==> config.mk <==
export PLATFORM = sky130hd
export DESIGN_NAME = keypad_hex_entry
export DESIGN_NICKNAME = d
export VERILOG_FILES = /design/src/rtl/keypad_pkg.sv /design/src/rtl/key_scan_tick.sv /design/src/rtl/keypad_hex_entry.sv
export SDC_FILE = /design/constraint.sdc
export NUM_CORES = 1
export LEC_CHECK = 0
export ABC_AREA = 1
export CORE_ASPECT_RATIO = 0.7
export CORE_MARGIN = 2
export CORE_UTILIZATION = 50
export CTS_CLUSTER_SIZE = 30
export DETAILED_ROUTE_END_ITERATION = 6
export DONT_BUFFER_PORTS = 1
export PLACE_DENSITY_LB_ADDON = 0.2
export SYNTH_ARGS = -nofsm -noshare
export SYNTH_HDL_FRONTEND = slang
export SYNTH_SLANG_ARGS = --single-unit
==> constraint.sdc <==
create_clock -name clk -period 3 [get_ports clk]
set_input_delay 0.6 -clock clk [delete_from_list [all_inputs] [get_ports clk]]
set_output_delay 0.6 -clock clk [all_outputs]
set_load 0.02 [all_outputs]
==> src/rtl/keypad_pkg.sv <==
// Shared constants and the key decode table for the hex keypad entry block.
package keypad_pkg;

    localparam int         DIGIT_W   = 4;
    localparam logic [3:0] COL_RESET = 4'b1110;

    typedef enum logic [1:0] {
        IDLE      = 2'd0,
        CANDIDATE = 2'd1,
        PRESSED   = 2'd2
    } db_state_t;

    // Physical layout: 1 2 3 A / 4 5 6 B / 7 8 9 C / 0 F E D
    function automatic logic [DIGIT_W-1:0] keymap(input logic [1:0] r, input logic [1:0] c);
        logic [DIGIT_W-1:0] k;
        case ({r, c})
            4'h0: k = 4'h1;
            4'h1: k = 4'h2;
            4'h2: k = 4'h3;
            4'h3: k = 4'hA;
            4'h4: k = 4'h4;
            4'h5: k = 4'h5;
            4'h6: k = 4'h6;
            4'h7: k = 4'hB;
            4'h8: k = 4'h7;
            4'h9: k = 4'h8;
            4'hA: k = 4'h9;
            4'hB: k = 4'hC;
            4'hC: k = 4'h0;
            4'hD: k = 4'hF;
            4'hE: k = 4'hE;
            default: k = 4'hD;
        endcase
        return k;
    endfunction

endpackage

==> src/rtl/key_scan_tick.sv <==
// Free-running divider producing a one-cycle clock enable every SCAN_DIV cycles.
module key_scan_tick #(
    parameter int SCAN_DIV = 50000
) (
    input  logic clk,
    input  logic reset,
    output logic tick
);

    localparam int            CW   = (SCAN_DIV > 2) ? $clog2(SCAN_DIV) : 1;
    localparam logic [CW-1:0] LAST = CW'(SCAN_DIV - 1);

    logic [CW-1:0] r_cnt;

    always_ff @(posedge clk or posedge reset) begin
        if (reset)
            r_cnt <= '0;
        else if (r_cnt == LAST)
            r_cnt <= '0;
        else
            r_cnt <= r_cnt + CW'(1);
    end

    assign tick = (r_cnt == LAST);

endmodule

==> src/rtl/keypad_hex_entry.sv <==
// 4x4 hex keypad scanner: column drive, full-scan decode with anti-ghosting,
// press/release debounce and a 4-digit shift-in entry register.
module keypad_hex_entry #(
    parameter int SCAN_DIV       = 50000,
    parameter int DEBOUNCE_SCANS = 4
) (
    input  logic        clk,
    input  logic        reset,
    input  logic [3:0]  row,
    input  logic        clear,
    output logic [3:0]  col,
    output logic [15:0] value,
    output logic [3:0]  key_code,
    output logic        key_strobe,
    output logic        key_held
);
    import keypad_pkg::*;

    localparam int             DBW    = (DEBOUNCE_SCANS > 2) ? $clog2(DEBOUNCE_SCANS) : 1;
    localparam logic [DBW-1:0] DB_PRE = DBW'(DEBOUNCE_SCANS - 1);

    logic [3:0]         r_row_meta, r_row_sync;
    logic               w_tick;
    logic [3:0]         r_col;
    logic [1:0]         r_col_idx;
    logic [1:0]         r_nkeys;
    logic [DIGIT_W-1:0] r_scan_code;
    db_state_t          r_state;
    logic [DIGIT_W-1:0] r_cand;
    logic [DBW-1:0]     r_cnt, r_rel;
    logic [15:0]        r_value;
    logic [DIGIT_W-1:0] r_key_code;
    logic               r_strobe, r_held;

    logic [3:0]         w_row_low;
    logic [2:0]         w_col_n, w_sum;
    logic [1:0]         w_col_row, w_nkeys_next;
    logic               w_valid, w_scan_end, w_accept;
    logic [DIGIT_W-1:0] w_code;

    key_scan_tick #(.SCAN_DIV(SCAN_DIV)) u_tick (
        .clk   (clk),
        .reset (reset),
        .tick  (w_tick)
    );

    always_ff @(posedge clk or posedge reset) begin
        if (reset) begin
            r_row_meta <= 4'hF;
            r_row_sync <= 4'hF;
        end else begin
            r_row_meta <= row;
            r_row_sync <= r_row_meta;
        end
    end

    // Key count per scan saturates at 2: anything beyond one key is just "invalid".
    always_comb begin
        w_row_low = ~r_row_sync;
        w_col_n   = 3'(w_row_low[0]) + 3'(w_row_low[1]) + 3'(w_row_low[2]) + 3'(w_row_low[3]);
        w_col_row = 2'd0;
        for (int r = 3; r >= 0; r--)
            if (w_row_low[r]) w_col_row = 2'(r);
        w_sum        = {1'b0, r_nkeys} + w_col_n;
        w_nkeys_next = (w_sum >= 3'd2) ? 2'd2 : w_sum[1:0];
        w_valid      = (w_sum == 3'd1);
        w_code       = (r_nkeys == 2'd1) ? r_scan_code : keymap(w_col_row, r_col_idx);
        w_scan_end   = w_tick && (r_col_idx == 2'd3);
        w_accept     = w_scan_end && (r_state == CANDIDATE) && w_valid &&
                       (w_code == r_cand) && (r_cnt == DB_PRE);
    end

    always_ff @(posedge clk or posedge reset) begin
        if (reset) begin
            r_col       <= COL_RESET;
            r_col_idx   <= 2'd0;
            r_nkeys     <= 2'd0;
            r_scan_code <= '0;
        end else if (w_tick) begin
            r_col     <= {r_col[2:0], r_col[3]};
            r_col_idx <= r_col_idx + 2'd1;
            if (r_col_idx == 2'd3) begin
                r_nkeys     <= 2'd0;
                r_scan_code <= '0;
            end else begin
                r_nkeys     <= w_nkeys_next;
                r_scan_code <= w_code;
            end
        end
    end

    always_ff @(posedge clk or posedge reset) begin
        if (reset) begin
            r_state    <= IDLE;
            r_cand     <= '0;
            r_cnt      <= '0;
            r_rel      <= '0;
            r_value    <= '0;
            r_key_code <= '0;
            r_strobe   <= 1'b0;
            r_held     <= 1'b0;
        end else begin
            r_strobe <= w_accept;
            if (w_accept)
                r_key_code <= r_cand;
            // clear beats a same-cycle accept for value only
            if (clear)
                r_value <= '0;
            else if (w_accept)
                r_value <= {r_value[11:0], r_cand};

            if (w_scan_end) begin
                case (r_state)
                    IDLE: begin
                        if (w_valid) begin
                            r_state <= CANDIDATE;
                            r_cand  <= w_code;
                            r_cnt   <= DBW'(1);
                        end
                    end
                    CANDIDATE: begin
                        if (w_accept) begin
                            r_state <= PRESSED;
                            r_cnt   <= '0;
                            r_rel   <= '0;
                            r_held  <= 1'b1;
                        end else if (w_valid && w_code == r_cand) begin
                            r_cnt <= r_cnt + DBW'(1);
                        end else begin
                            r_state <= IDLE;
                            r_cnt   <= '0;
                        end
                    end
                    PRESSED: begin
                        if (w_valid) begin
                            r_rel <= '0;
                        end else if (r_rel == DB_PRE) begin
                            r_state <= IDLE;
                            r_rel   <= '0;
                            r_held  <= 1'b0;
                        end else begin
                            r_rel <= r_rel + DBW'(1);
                        end
                    end
                    default: r_state <= IDLE;
                endcase
            end
        end
    end

    assign col        = r_col;
    assign value      = r_value;
    assign key_code   = r_key_code;
    assign key_strobe = r_strobe;
    assign key_held   = r_held;

endmodule

==> impl_metrics.env, run 1 <==
export IMPL_synthFlopType="dfrtp_1"
export IMPL_diodes=0
export IMPL_synthesis_nets=399
export IMPL_cts_root_buf="clkbuf_8"
export IMPL_synth_area_top_cells="dfrtp_1 (43%), nand2_1 (10%), dfstp_2 (8.6%)"
export IMPL_seq_power_share=0.498
export IMPL_ys_async_sr_fraction=1.000
export IMPL_switchingPower_mw=0.4153
export IMPL_post_route_util=0.6045
export IMPL_antenna_found_initial=0
export IMPL_cp_start_kind="flip-flop"
export IMPL_cts_sinks=68
export IMPL_placed_area_um2=3516
export IMPL_drive_gt1_frac=0.2334
export IMPL_cell_internal_pwr_mw=1.450
export IMPL_drc=0
export IMPL_drv_slew=0
export IMPL_cts_inserted_buffers=9
export IMPL_first_iter_violations=124
export IMPL_clk_latency_ns=0.34
export IMPL_drv_cap=0
export IMPL_vias_per_cell=5.030
export IMPL_nets=419
export IMPL_p_leak_nw=1.834
export IMPL_p_comb_frac=0.057
export IMPL_fin_hold_ws_ns=0.2366
export IMPL_ys_seq_elements=68
export IMPL_cp_max_fo=8
export IMPL_drt_pass1_iterations=4
export IMPL_yosysWarningCount=0
export IMPL_status="finished clean"
export IMPL_ant_nets=0
export IMPL_die_w_um=101.8
export IMPL_wl_per_cell_um=13.12
export IMPL_syn_area_um2=3347
export IMPL_clockBufferDepth=2
export IMPL_timing_setup_tns_ns=0
export IMPL_synth_edf_count=0
export IMPL_die_h_um=72.45
export IMPL_p_per_area_nw_per_um2=487.1
export IMPL_grt_usage=0.1969
export IMPL_crit_type="flip-flop to flip-flop"
export IMPL_tightest_slew_ns=0.6587
export IMPL_yosysSeqAreaShare=0.5125
export IMPL_io_pins=33
export IMPL_synth_top_area_share=0.4262
export IMPL_gp_congestion=0.7752
export IMPL_vias=2505
export IMPL_syn_inst=382
export IMPL_rows=24
export IMPL_dp_hpwl_um=4727
export IMPL_switching_share=0.2227
export IMPL_routed_wl_um=6534
export IMPL_syn_avg_cell_area_um2=8.762
export IMPL_max_slew_margin=0.5602
export IMPL_syn_to_final_growth_pct=14.43
export IMPL_clk_pin_slew_ns=0.07
export IMPL_die_area_um2=7375
export IMPL_start_util=0.5282
export IMPL_core_area_um2=6336
export IMPL_yosysUniqueCellTypes=34
export IMPL_min_period_ns=2.936
export IMPL_design_area_um2=3830
export IMPL_synth_top_area_cell="dfrtp_1"
export IMPL_grt_max_degree=34
export IMPL_power_frac_clock=0.445
export IMPL_h_tree_depth=3
export IMPL_arrival_ns=3.16
export IMPL_peakVddDrop_uv=353.6
export IMPL_critPathCaptureType="flip-flop"
export IMPL_mostFrequentLayoutCells="nand2_1 (84), dfrtp_1 (57), inv_1 (43)"
export IMPL_setup_violations=0
export IMPL_hold_viol=0
export IMPL_ctsHoldBuffers=0
export IMPL_max_freq_mhz=340.6
export IMPL_grt_overflow_total=0
export IMPL_cts_tree="built"
export IMPL_rsz0062_at_grt="true"
export IMPL_r2r_cells=13
export IMPL_final_period_utilization=0.9788
export IMPL_grt_pass1_vias=2392
export IMPL_worstPathRequired_ns=3.23
export IMPL_grt_pass1_wl_um=11230
export IMPL_fillers=530
export IMPL_final_common_cell="nand2_1"
export IMPL_hold_class="primary input to asynchronous set/reset pin"
export IMPL_io_buffers=0
export IMPL_finClkSkew_ns=0.01152
synth_stat cells (2+ instances only):
cell type / count
xor2_1: 4
buf_2: 2
o22ai_1: 3
nand3_1: 35
a21oi_1: 6
nor3_2: 3
nand4_1: 9
nor3b_1: 2
dfstp_2: 11
o21ai_0: 27
ha_1: 7
nand2_1: 91
clkinv_2: 2
nand2_2: 8
buf_6: 3
o21ai_2: 4
nor2_1: 28
dfrtp_1: 57
nand3_2: 5
nor3_1: 5
or2_1: 2
nand2_4: 3
nor2_4: 4
fa_1: 3
nor2_2: 2
inv_2: 5
inv_1: 44
cell type report:
type | count | area (um^2) | area share
timing repair inverter | 1 | 6.256 | 0.001633
clock inverter | 6 | 87.58 | 0.02287
clock buffer | 10 | 137.6 | 0.03594
inverter | 52 | 209.0 | 0.05456
timing repair buffer | 14 | 105.1 | 0.02744
sequential | 68 | 1715 | 0.4479
tap | 91 | 113.9 | 0.02973
multi-input combinational | 256 | 1455 | 0.3799
worst max-delay path, cell delays in order (launching register included):
cell and delay [ns]:
dfstp_2 0.38, fa_1 0.53, inv_1 0.05, fa_2 0.33, fa_1 0.43, or2_4 0.25, nor2_4 0.10, nand4_1 0.09
nor2_1 0.13, nand3_2 0.17, nand2_4 0.16, inv_4 0.09, nand2_1 0.06, nand2_1 0.05
layer usage:
layer  up-vias  track usage  wire length (um)
li1       1269            -                 -
met1      1184       0.2931              3476
met2        46       0.2770              2742
met3         6      0.05299               268
met4         0      0.06757                46
met5         -            0                 0
registers in the layout, summed over array words and instances, names as in the netlist, 4 cells and up:
| register | count |
|---|---|
| u_tick.r_cnt | 16 |
| value | 16 |
| col | 4 |
| key_code | 4 |
| r_cand | 4 |
| r_row_meta | 4 |
| r_row_sync | 4 |
| r_scan_code | 4 |
final timing paths:
check,start,to,slack [ns]
worst min-delay path,reset,u_tick.r_cnt[8]$_DFF_PP0_,0.24
worst max register to register,r_row_sync[0]$_DFF_PP1_,value[2]$_DFFE_PP0P_,0.06
worst max-delay path,r_row_sync[0]$_DFF_PP1_,value[2]$_DFFE_PP0P_,0.06
max in group asynchronous,reset,col[2]$_DFFE_PP1N_,1.96
worst min register to register,r_row_meta[1]$_DFF_PP1_,r_row_sync[1]$_DFF_PP1_,0.35
min in group clk,row[1],r_row_meta[1]$_DFF_PP1_,0.26
cells by family (layout without fill, tap and decap cells):
kind of cell             Yosys count  in the layout  synth area share
XOR/XNOR                           4              4           0.01047
AO/OA/AOI/OAI                     43             43           0.07103
flip-flops                        68             68            0.5125
AND/OR/NAND/NOR                  199            199            0.2886
buffers and inverters             58             83           0.07327
adder cells (fa/ha/maj)           10             10           0.04411
stage by stage:
step	worst slack [ns]	total power, mW	cells
final	0.06365	1.865	498
after floorplan	0.02380	1.015	382
after global routing	-0.1676	1.947	498
after global placement	-0.02625	1.043	480
after CTS	0.01092	1.884	496
after detailed placement	-0.08664	1.045	480
power by group through the flow:
stage                     Sequential, mW  Clock (mW)  Combinational (mW)
final                              0.930       0.830               0.106
after global routing               0.930       0.896               0.122
after CTS                          0.930       0.852               0.103
after detailed placement           0.947           0              0.0983
after global placement             0.947           0              0.0963
after floorplan                    0.946           0              0.0688
what timing repair did:
item / 4_1_cts / 5_1_grt
buffers inserted: 0 / 1
pin swaps: 2 / 4
resized for setup: 6 / 22
cloned: 0 / 1
setup endpoints to repair: 26 / 31
Power figures use the tool's default switching activity.
==> run 2: changes to the inputs <==
- clock period: 3 -> 2.9 ns (I/O delays scaled with it)
==> run 2 against run 1 <==
Compared with the run above:
- the flow now finishes with violations (setup timing)
- first-iteration DRC count increased by 8.9%
- utilization increased by 0.32 points
- largest cell class unchanged
- critical path type unchanged
- final cell count up 0.20%
- sequential power increased by 3.4%
- clock power shrank 7.2%
- non-clock buffer count decreased by 1
- combinational power up 8%
- setup slack got worse by 0.15 ns
- routed wire length is 1.9% higher
- critical path depth stayed put
- power shrank 1.0%
==> impl_metrics.env, run 2 (same netlist as run 1, synthesis figures left out) <==
export IMPL_clk_pin_slew_ns=0.07
export IMPL_max_freq_mhz=334.7
export IMPL_drt_pass1_iterations=4
export IMPL_wl_per_cell_um=13.34
export IMPL_slowest_stage="fa_1"
export IMPL_routed_wl_um=6655
export IMPL_post_route_util=0.6076
export IMPL_dp_hpwl_um=4505
export IMPL_diodes=0
export IMPL_fin_cells=499
export IMPL_final_common_cell="nand2_1"
export IMPL_grt_overflow_total=0
export IMPL_status="finished with violations"
export IMPL_rsz0062_at_grt="true"
export IMPL_die_w_um=101.8
export IMPL_critPathCaptureType="flip-flop"
export IMPL_final_period_utilization=1.030
export IMPL_grt_pass1_wl_um=11390
export IMPL_cts_sinks=68
export IMPL_clk_latency_ns=0.35
export IMPL_p_leak_nw=1.839
export IMPL_rrSetupSlack_ns=-0.09
export IMPL_grt_pass1_vias=2381
export IMPL_drc=0
export IMPL_setup_violations=24
export IMPL_mostFrequentLayoutCells="nand2_1 (84), dfrtp_1 (57), inv_1 (42)"
export IMPL_cts_tree="built"
export IMPL_fin_total_pwr_mw=1.846
export IMPL_p_per_area_nw_per_um2=479.6
export IMPL_gp_congestion=0.8174
export IMPL_violations="setup timing"
export IMPL_peakVddDrop_uv=330.0
export IMPL_syn_to_final_growth_pct=15.03
export IMPL_regToRegEndpoint="value[11]$_DFFE_PP0P_"
export IMPL_hold_viol=0
export IMPL_nets=420
export IMPL_ant_nets=0
export IMPL_io_buffers=0
export IMPL_hold_class="primary input to flip-flop"
export IMPL_drv_slew=0
export IMPL_cpMostUsedCell="fa_1"
export IMPL_die_h_um=72.45
export IMPL_antenna_found_initial=0
export IMPL_h_tree_depth=3
export IMPL_first_iter_violations=135
export IMPL_drv_cap=0
export IMPL_dpl_cell_count=478
export IMPL_hold_path_depth=0
export IMPL_vias_per_cell=5.030
export IMPL_max_slew_margin=0.4315
export IMPL_crit_type="flip-flop to flip-flop"
export IMPL_design_area_um2=3850
export IMPL_cts_root_buf="clkbuf_8"
export IMPL_r2r_cells=13
export IMPL_cts_inserted_buffers=9
export IMPL_start_util=0.5282
export IMPL_ctsHoldBuffers=0
export IMPL_arrival_ns=3.21
export IMPL_tightest_slew_ns=0.8528
export IMPL_core_area_um2=6336
export IMPL_cp_max_fo=8
export IMPL_grt_usage=0.2025
export IMPL_timing_setup_tns_ns=-1.068
export IMPL_hp_start="row[1]"
export IMPL_fillers=554
export IMPL_worstHoldEndpoint="r_row_meta[1]$_DFF_PP1_"
export IMPL_clockBufferDepth=2
export IMPL_rr_startpoint="r_row_sync[0]$_DFF_PP1_"
export IMPL_vias=2510
export IMPL_worstPathRequired_ns=3.12
export IMPL_finClkSkew_ns=0.009609
export IMPL_max_stage_delay_ns=0.54
export IMPL_cp_start_kind="flip-flop"
export IMPL_cp_cell_sequence="fa_1, inv_2, fa_2, fa_1, or2_4, nor2_4, nand4_1, nor2_2, nand3_4, nand2_8, clkinv_8, nand2_1, o21ai_1"
export IMPL_placed_area_um2=3510
export IMPL_io_pins=33
export IMPL_grt_max_degree=69
export IMPL_rows=24
export IMPL_die_area_um2=7375
export IMPL_setup_slack_ns=-0.08803
export IMPL_min_period_ns=2.988
export IMPL_drive_gt1_frac=0.2402
[run 2: critical path, delay by kind of cell (launching register included)]
family	cells	cell delay [ns]
adder cells (fa/ha/maj)	3	1.28
flip-flops	1	0.38
AND/OR/NAND/NOR	7	0.99
AO/OA/AOI/OAI	1	0.06
buffers and inverters	2	0.14
[run 2: worst max path at each step]
stage                                  end  slack [ns]  cells after the start                    start
finish               value[11]$_DFFE_PP0P_       -0.09                     13  r_row_sync[0]$_DFF_PP1_
global route        r_state[1]$_DFFE_PP0P_       -0.22                     13  r_row_sync[0]$_DFF_PP1_
CTS                   value[7]$_DFFE_PP0P_       -0.05                     12  r_row_sync[0]$_DFF_PP1_
detailed placement   value[10]$_DFFE_PP0P_       -0.11                     13  r_row_sync[0]$_DFF_PP1_
global placement     value[10]$_DFFE_PP0P_       -0.03                     13  r_row_sync[0]$_DFF_PP1_
floorplan             value[4]$_DFFE_PP0P_       -0.01                     13  r_row_sync[0]$_DFF_PP1_
[run 2: through the flow]
step | hold WS, ns | setup WS, ns
final | 0.2300 | -0.08803
after global routing | 0.2026 | -0.2222
after CTS | 0.2098 | -0.04922
after detailed placement | 0.3475 | -0.1052
after global placement | 0.3459 | -0.03028
after floorplan | 0.3452 | -0.01483
[run 2: power breakdown]
part           switching, mW  total (mW)  internal [mW]
sequential           0.00321       0.962          0.959
clock                  0.351       0.770          0.420
combinational         0.0759       0.114         0.0386
total                  0.430        1.85           1.42
[run 2: cell type report]
class	instances	area, um^2	area share
clock inverters	4	50.05	0.01300
flip-flops and latches	68	1715	0.4456
well taps	91	113.9	0.02957
repair buffers	13	97.59	0.02535
clock buffers	12	145.1	0.03770
inverters	52	214.0	0.05557
multi-input cells	256	1491	0.3874
repair inverters	3	22.52	0.005850
[run 2: metal layers]
layer | GRT usage | part of all wire
met1 | 0.3158 | 0.53
met2 | 0.2632 | 0.41
met3 | 0.07418 | 0.052
met4 | 0.04955 | 0.0095
met5 | 0 | 0
[run 2: what timing repair did]
| action | 4_1_cts | 5_1_grt |
|---|---|---|
| gates resized for setup | 11 | 23 |
| setup endpoints to repair | 22 | 30 |
| pin swaps | 4 | 2 |
| cloned | 2 | 1 |
| setup buffers | 2 | 0 |
